===== src/rtl/pc_fetch_unit_if.sv =====
// Fetch-unit bus: instruction-memory request/ack handshake plus the core-side PC, instruction and status signals.
interface pc_fetch_unit_if;
  logic [31:0] next_pc;
  logic        pc_we;
  logic        stall;
  logic        imem_req;
  logic [31:0] imem_addr;
  logic        imem_ack;
  logic [31:0] imem_rdata;
  logic [31:0] pc;
  logic [31:0] pcp4;
  logic [31:0] instr;
  logic        instr_valid;
  logic        misalign;
  logic [31:0] retire_cnt;

  // The fetch unit is the master: it issues memory requests and drives the PC and status.
  modport master (
    input  next_pc, pc_we, stall, imem_ack, imem_rdata,
    output imem_req, imem_addr, pc, pcp4, instr, instr_valid, misalign, retire_cnt
  );

  modport slave (
    output next_pc, pc_we, stall, imem_ack, imem_rdata,
    input  imem_req, imem_addr, pc, pcp4, instr, instr_valid, misalign, retire_cnt
  );
endinterface


===== src/rtl/pc_fetch_unit.sv =====
// Program counter and instruction fetch sequencer: REQ -> VALID -> (REQ | FAULT).
// Holds imem_req/imem_addr until ack; a misaligned accepted target parks in FAULT until reset.
module pc_fetch_unit #(
  parameter logic [31:0] RESET_PC = 32'h0000_3000
) (
  input  logic            clk,
  input  logic            rst,
  pc_fetch_unit_if.master bus
);

  localparam logic [31:0] RST_PC = {RESET_PC[31:2], 2'b00};

  typedef enum logic [1:0] {
    S_REQ   = 2'd0,
    S_VALID = 2'd1,
    S_FAULT = 2'd2
  } state_t;

  state_t      state;
  logic [31:0] pc_q;
  logic [31:0] instr_q;
  logic [31:0] retire_q;
  logic        req_q;
  logic        valid_q;
  logic        mis_q;

  logic ack_taken;
  logic accept;

  // An ack only counts while a request is actually on the bus.
  assign ack_taken = (state == S_REQ) && req_q && bus.imem_ack;
  assign accept    = (state == S_VALID) && bus.pc_we && !bus.stall;

  always_ff @(posedge clk) begin
    if (rst) begin
      state    <= S_REQ;
      pc_q     <= RST_PC;
      instr_q  <= 32'd0;
      retire_q <= 32'd0;
      req_q    <= 1'b1;
      valid_q  <= 1'b0;
      mis_q    <= 1'b0;
    end else begin
      case (state)
        S_REQ: begin
          if (ack_taken) begin
            instr_q <= bus.imem_rdata;
            req_q   <= 1'b0;
            valid_q <= 1'b1;
            state   <= S_VALID;
          end
        end
        S_VALID: begin
          if (accept) begin
            pc_q     <= bus.next_pc;
            retire_q <= retire_q + 32'd1;
            valid_q  <= 1'b0;
            if (bus.next_pc[1:0] == 2'b00) begin
              req_q <= 1'b1;
              state <= S_REQ;
            end else begin
              req_q <= 1'b0;
              mis_q <= 1'b1;
              state <= S_FAULT;
            end
          end
        end
        S_FAULT: begin
          req_q   <= 1'b0;
          valid_q <= 1'b0;
          mis_q   <= 1'b1;
        end
        default: begin
          state   <= S_FAULT;
          req_q   <= 1'b0;
          valid_q <= 1'b0;
          mis_q   <= 1'b1;
        end
      endcase
    end
  end

  // Request drops combinationally under reset so the memory never sees a stale fetch.
  assign bus.imem_req    = req_q && !rst;
  assign bus.imem_addr   = pc_q;
  assign bus.pc          = pc_q;
  assign bus.pcp4        = pc_q + 32'd4;
  assign bus.instr       = instr_q;
  assign bus.instr_valid = valid_q;
  assign bus.misalign    = mis_q;
  assign bus.retire_cnt  = retire_q;

endmodule


===== src/flat_wrapper.sv =====
// flat-port wrapper written by rule: the top's interface ports become plain ports
module pc_fetch_unit_flat 
#(
  parameter logic [31:0] RESET_PC = 32'h0000_3000
)
  (clk, rst, bus_next_pc, bus_pc_we, bus_stall, bus_imem_ack, bus_imem_rdata, bus_imem_req, bus_imem_addr, bus_pc, bus_pcp4, bus_instr, bus_instr_valid, bus_misalign, bus_retire_cnt);
  pc_fetch_unit_if bus_i ();
  input  logic clk;
  input  logic rst;
  input wire logic [$bits(bus_i.next_pc)-1:0] bus_next_pc;
  input wire logic [$bits(bus_i.pc_we)-1:0] bus_pc_we;
  input wire logic [$bits(bus_i.stall)-1:0] bus_stall;
  input wire logic [$bits(bus_i.imem_ack)-1:0] bus_imem_ack;
  input wire logic [$bits(bus_i.imem_rdata)-1:0] bus_imem_rdata;
  output wire logic [$bits(bus_i.imem_req)-1:0] bus_imem_req;
  output wire logic [$bits(bus_i.imem_addr)-1:0] bus_imem_addr;
  output wire logic [$bits(bus_i.pc)-1:0] bus_pc;
  output wire logic [$bits(bus_i.pcp4)-1:0] bus_pcp4;
  output wire logic [$bits(bus_i.instr)-1:0] bus_instr;
  output wire logic [$bits(bus_i.instr_valid)-1:0] bus_instr_valid;
  output wire logic [$bits(bus_i.misalign)-1:0] bus_misalign;
  output wire logic [$bits(bus_i.retire_cnt)-1:0] bus_retire_cnt;
  assign bus_i.next_pc = bus_next_pc;
  assign bus_i.pc_we = bus_pc_we;
  assign bus_i.stall = bus_stall;
  assign bus_i.imem_ack = bus_imem_ack;
  assign bus_i.imem_rdata = bus_imem_rdata;
  assign bus_imem_req = bus_i.imem_req;
  assign bus_imem_addr = bus_i.imem_addr;
  assign bus_pc = bus_i.pc;
  assign bus_pcp4 = bus_i.pcp4;
  assign bus_instr = bus_i.instr;
  assign bus_instr_valid = bus_i.instr_valid;
  assign bus_misalign = bus_i.misalign;
  assign bus_retire_cnt = bus_i.retire_cnt;
  pc_fetch_unit #(.RESET_PC(RESET_PC)) u_core (.clk(clk), .rst(rst), .bus(bus_i));
endmodule

===== config.mk =====
export PLATFORM = sky130hd
export DESIGN_NAME = pc_fetch_unit_flat
export DESIGN_NICKNAME = d
export VERILOG_FILES = /design/src/rtl/pc_fetch_unit_if.sv /design/src/rtl/pc_fetch_unit.sv /design/src/flat_wrapper.sv
export SDC_FILE = /design/constraint.sdc
export NUM_CORES = 1
export LEC_CHECK = 0
export CORE_ASPECT_RATIO = 0.6
export CORE_MARGIN = 3
export CORE_UTILIZATION = 28
export DETAILED_ROUTE_END_ITERATION = 7
export GPL_TIMING_DRIVEN = 0
export HOLD_SLACK_MARGIN = 0.15
export PLACE_DENSITY_LB_ADDON = 0.05
export SKIP_CTS_REPAIR_TIMING = 1
export SKIP_LAST_GASP = 1
export SYNTH_ARGS = -nofsm -noshare
export SYNTH_HDL_FRONTEND = slang
export SYNTH_SLANG_ARGS = --single-unit

===== constraint.sdc =====
create_clock -name clk -period 3.8 [get_ports clk]
set_input_delay 0.76 -clock clk [delete_from_list [all_inputs] [get_ports clk]]
set_output_delay 0.76 -clock clk [all_outputs]
set_load 0.05 [all_outputs]

==> results.md <==
- Clk_skew: 0.00904 ns
- WP data required: 3.04 ns
- Core Rows: 35
- Longest Clk Path Bufs: 2
- Synth Area per Inst: 7.91 µm²
- I/O Pins: 232
- Power Total: 2.55 mW
- Crit path cell chain: and4_1, nand3_1, nor3_2, nand3_1, xnor2_1, clkdlybuf4s50_1
- CTS tree: yes
- Fin crit period: 3.81 ns
- Die height: 105 µm
- Final worst slack: -0.00799 ns
- Share of the synthesized area in the top cell type: 0.439
- HPWL after DPL: 12,000 µm
- GRT Overall Usage: 0.163
- First-pass GRT wire length: 23,700 µm
- Critical Path AT: 3.05 ns
- Layout area overhead: 62.6%
- EDFF count, synth: 0
- Placer Congestion: 0.797
- Die Wd: 172 µm
- Synthesized area: 4600 µm²
- Die area: 18,100 µm²
- RSZ-0062 raised after global routing: yes
- Setup slack, reg-to-reg: 1.61 ns
- Setup TNS: -0.0127 ns
- Core area: 15,700 µm²
- CTS Buf Count: 9
- Clk slew on worst S/H paths: 0.07 ns
- Layout cells sized above 1: 0.0738
- Routed via count: 4,656
- Antenna cells: 0
- Clock sink total: 101
- DRT iter0 DRCs: 183
- Slew @ Worst Pin: 1.09 ns
- Critical path capture point type: output port
- Area contributors post-synth: dfxtp_1 44%, nand2_1 13%, a21oi_1 8.0%
- MaxCap Viol Count: 0
- GRT overflow: 0
- Sequential area share after synthesis: 0.439
- Synth area leader: dfxtp_1
- Most frequent cells in the layout: 221 x clkdlybuf4s50_1, 158 x nand2_1, 101 x dfxtp_1, 74 x a21oi_1, 38 x nor2_1
- Largest net degree at the start of global routing: 17
- Critical path's most frequent cell: nand3_1
- Slowest-stage cell, CP: clkdlybuf4s50_1
- Main synth FF type: dfxtp_1
- Placed Cells: 1,015
- Port bufs: 230
- Failing checks: negative setup slack
- Achievable Freq: 263 MHz
- Pwr dens: 340 nW/µm²
- Leakage power: 2.81 nW
- Starting Density: 0.293
- Initial antenna violation count: 0
- Post-route DRC: 0
- Post-Syn Instances: 582
- Status: complete, but fails checks
- Iteration count of the initial detailed-routing pass: 4
- Final WL: 15,300 µm
- Clk Latency, worst-skew pair: 0.34 ns
- Slew headroom: 0.269
- DR vias/cell: 4.52
- CP startpoint kind: flop
- Fin crit share: 1.00
- Root buf cell: clkbuf_16
- Warnings from Yosys: 0
- Critical path class: reg2out
- Average wire per cell in the routed design: 14.8 µm
- Seq cells post-synth: 101
- Commonest non-fill, non-tap cell in the layout: clkdlybuf4s50_1
- Place WS: 0.141 ns
- Max Slew Vio Count: 0
- Crit-path max cell delay: 0.83 ns
- Distinct cell type count after synthesis: 33
- Layout Nets: 894
- Crit-path max FO: 7
- Utilization after layout: 0.476
- Detail Route Antenna Nets: 0
- Fin cells: 1,030
- VDD IR-drop max: 186 µV
- CTS H-tree lvls: 3
- Setup-failing EPs final: 2
- Post-synth ARST share: 0
- Vias in the first global route: 4,447
- Mapped Nets: 653
- Worst hold path class: reg2reg
- Final-report hold violation count: 0
## flip-flops by register name, indices dropped and copies added (netlist names)
name,cells
u_core.bus.imem_addr,32
u_core.bus.instr,32
u_core.bus.instr_valid,1
u_core.bus.misalign,1
u_core.bus.retire_cnt,32
u_core.req_q,1
u_core.state,2
## power by group
part	internal, mW	switching [mW]	total, mW
logic	0.207	0.329	0.537
clock network	0.480	0.396	0.876
registers	1.10	0.0348	1.13
total	1.79	0.760	2.55
## cell type report
type,count,area (µm²)
Sequential cell,101,2020
Clock buffer,11,253
Tap cell,203,254
Multi-Input combinational cell,412,2190
Fill cell,1553,8240
Inverter,4,15.0
Buffer,65,388
Timing Repair Buffer,230,2320
Clock inverter,4,32.5
## synthesized netlist by cell type, types with 6 or more instances
cell	n
or3_1	6
dfxtp_1	101
and3_1	11
nand4_1	16
clkbuf_1	28
nand2_1	158
buf_4	34
xor2_1	28
o21ai_0	6
nand3_1	15
xnor2_1	24
a21oi_1	74
nor2_1	38
## routing by layer
metal	vias up	wire length [µm]	global-route usage	part of all wire
li1	2369	-	-	-
met1	2133	7390	0.226	0.48
met2	143	6670	0.253	0.44
met3	11	1110	0.0457	0.073
met4	0	127	0.0321	0.0083
met5	-	0	0	0
## worst paths after layout
path	start	to	depth (start not counted)
max	u_core.bus.imem_addr[10]	bus_pcp4[21]	6
min	u_core.bus.instr[27]	u_core.bus.instr[27]	2
max reg2reg	u_core.state[0]	u_core.bus.retire_cnt[31]	5
min reg2reg	u_core.bus.instr[27]	u_core.bus.instr[27]	2
## metrics by stage
step           hold slack (ns)  cell area [µm²]
6_report                 0.454             7480
5_1_grt                  0.470             7480
3_3_place_gp             0.440             7160
4_1_cts                  0.456             7440
3_5_place_dp             0.447             7160
2_1_floorplan            0.522             4600
## worst max-delay path, delay by kind of cell (launching register included)
kind / cells / cell delay [ns]
DFF: 1 / 0.49
buffers and inverters: 1 / 0.83
xor gates and xnor gates: 1 / 0.18
and+or+nand+nor: 4 / 1.21
## logic make-up after synthesis
kind of cell | count (synthesis) | share of synthesized area
simple gates | 275 | 0.277
flops | 101 | 0.439
compound gates | 83 | 0.0916
buf+inv | 69 | 0.0875
xor+xnor | 52 | 0.0989
fa+ha+maj | 2 | 0.00544
(Power assumes the default switching activity.)
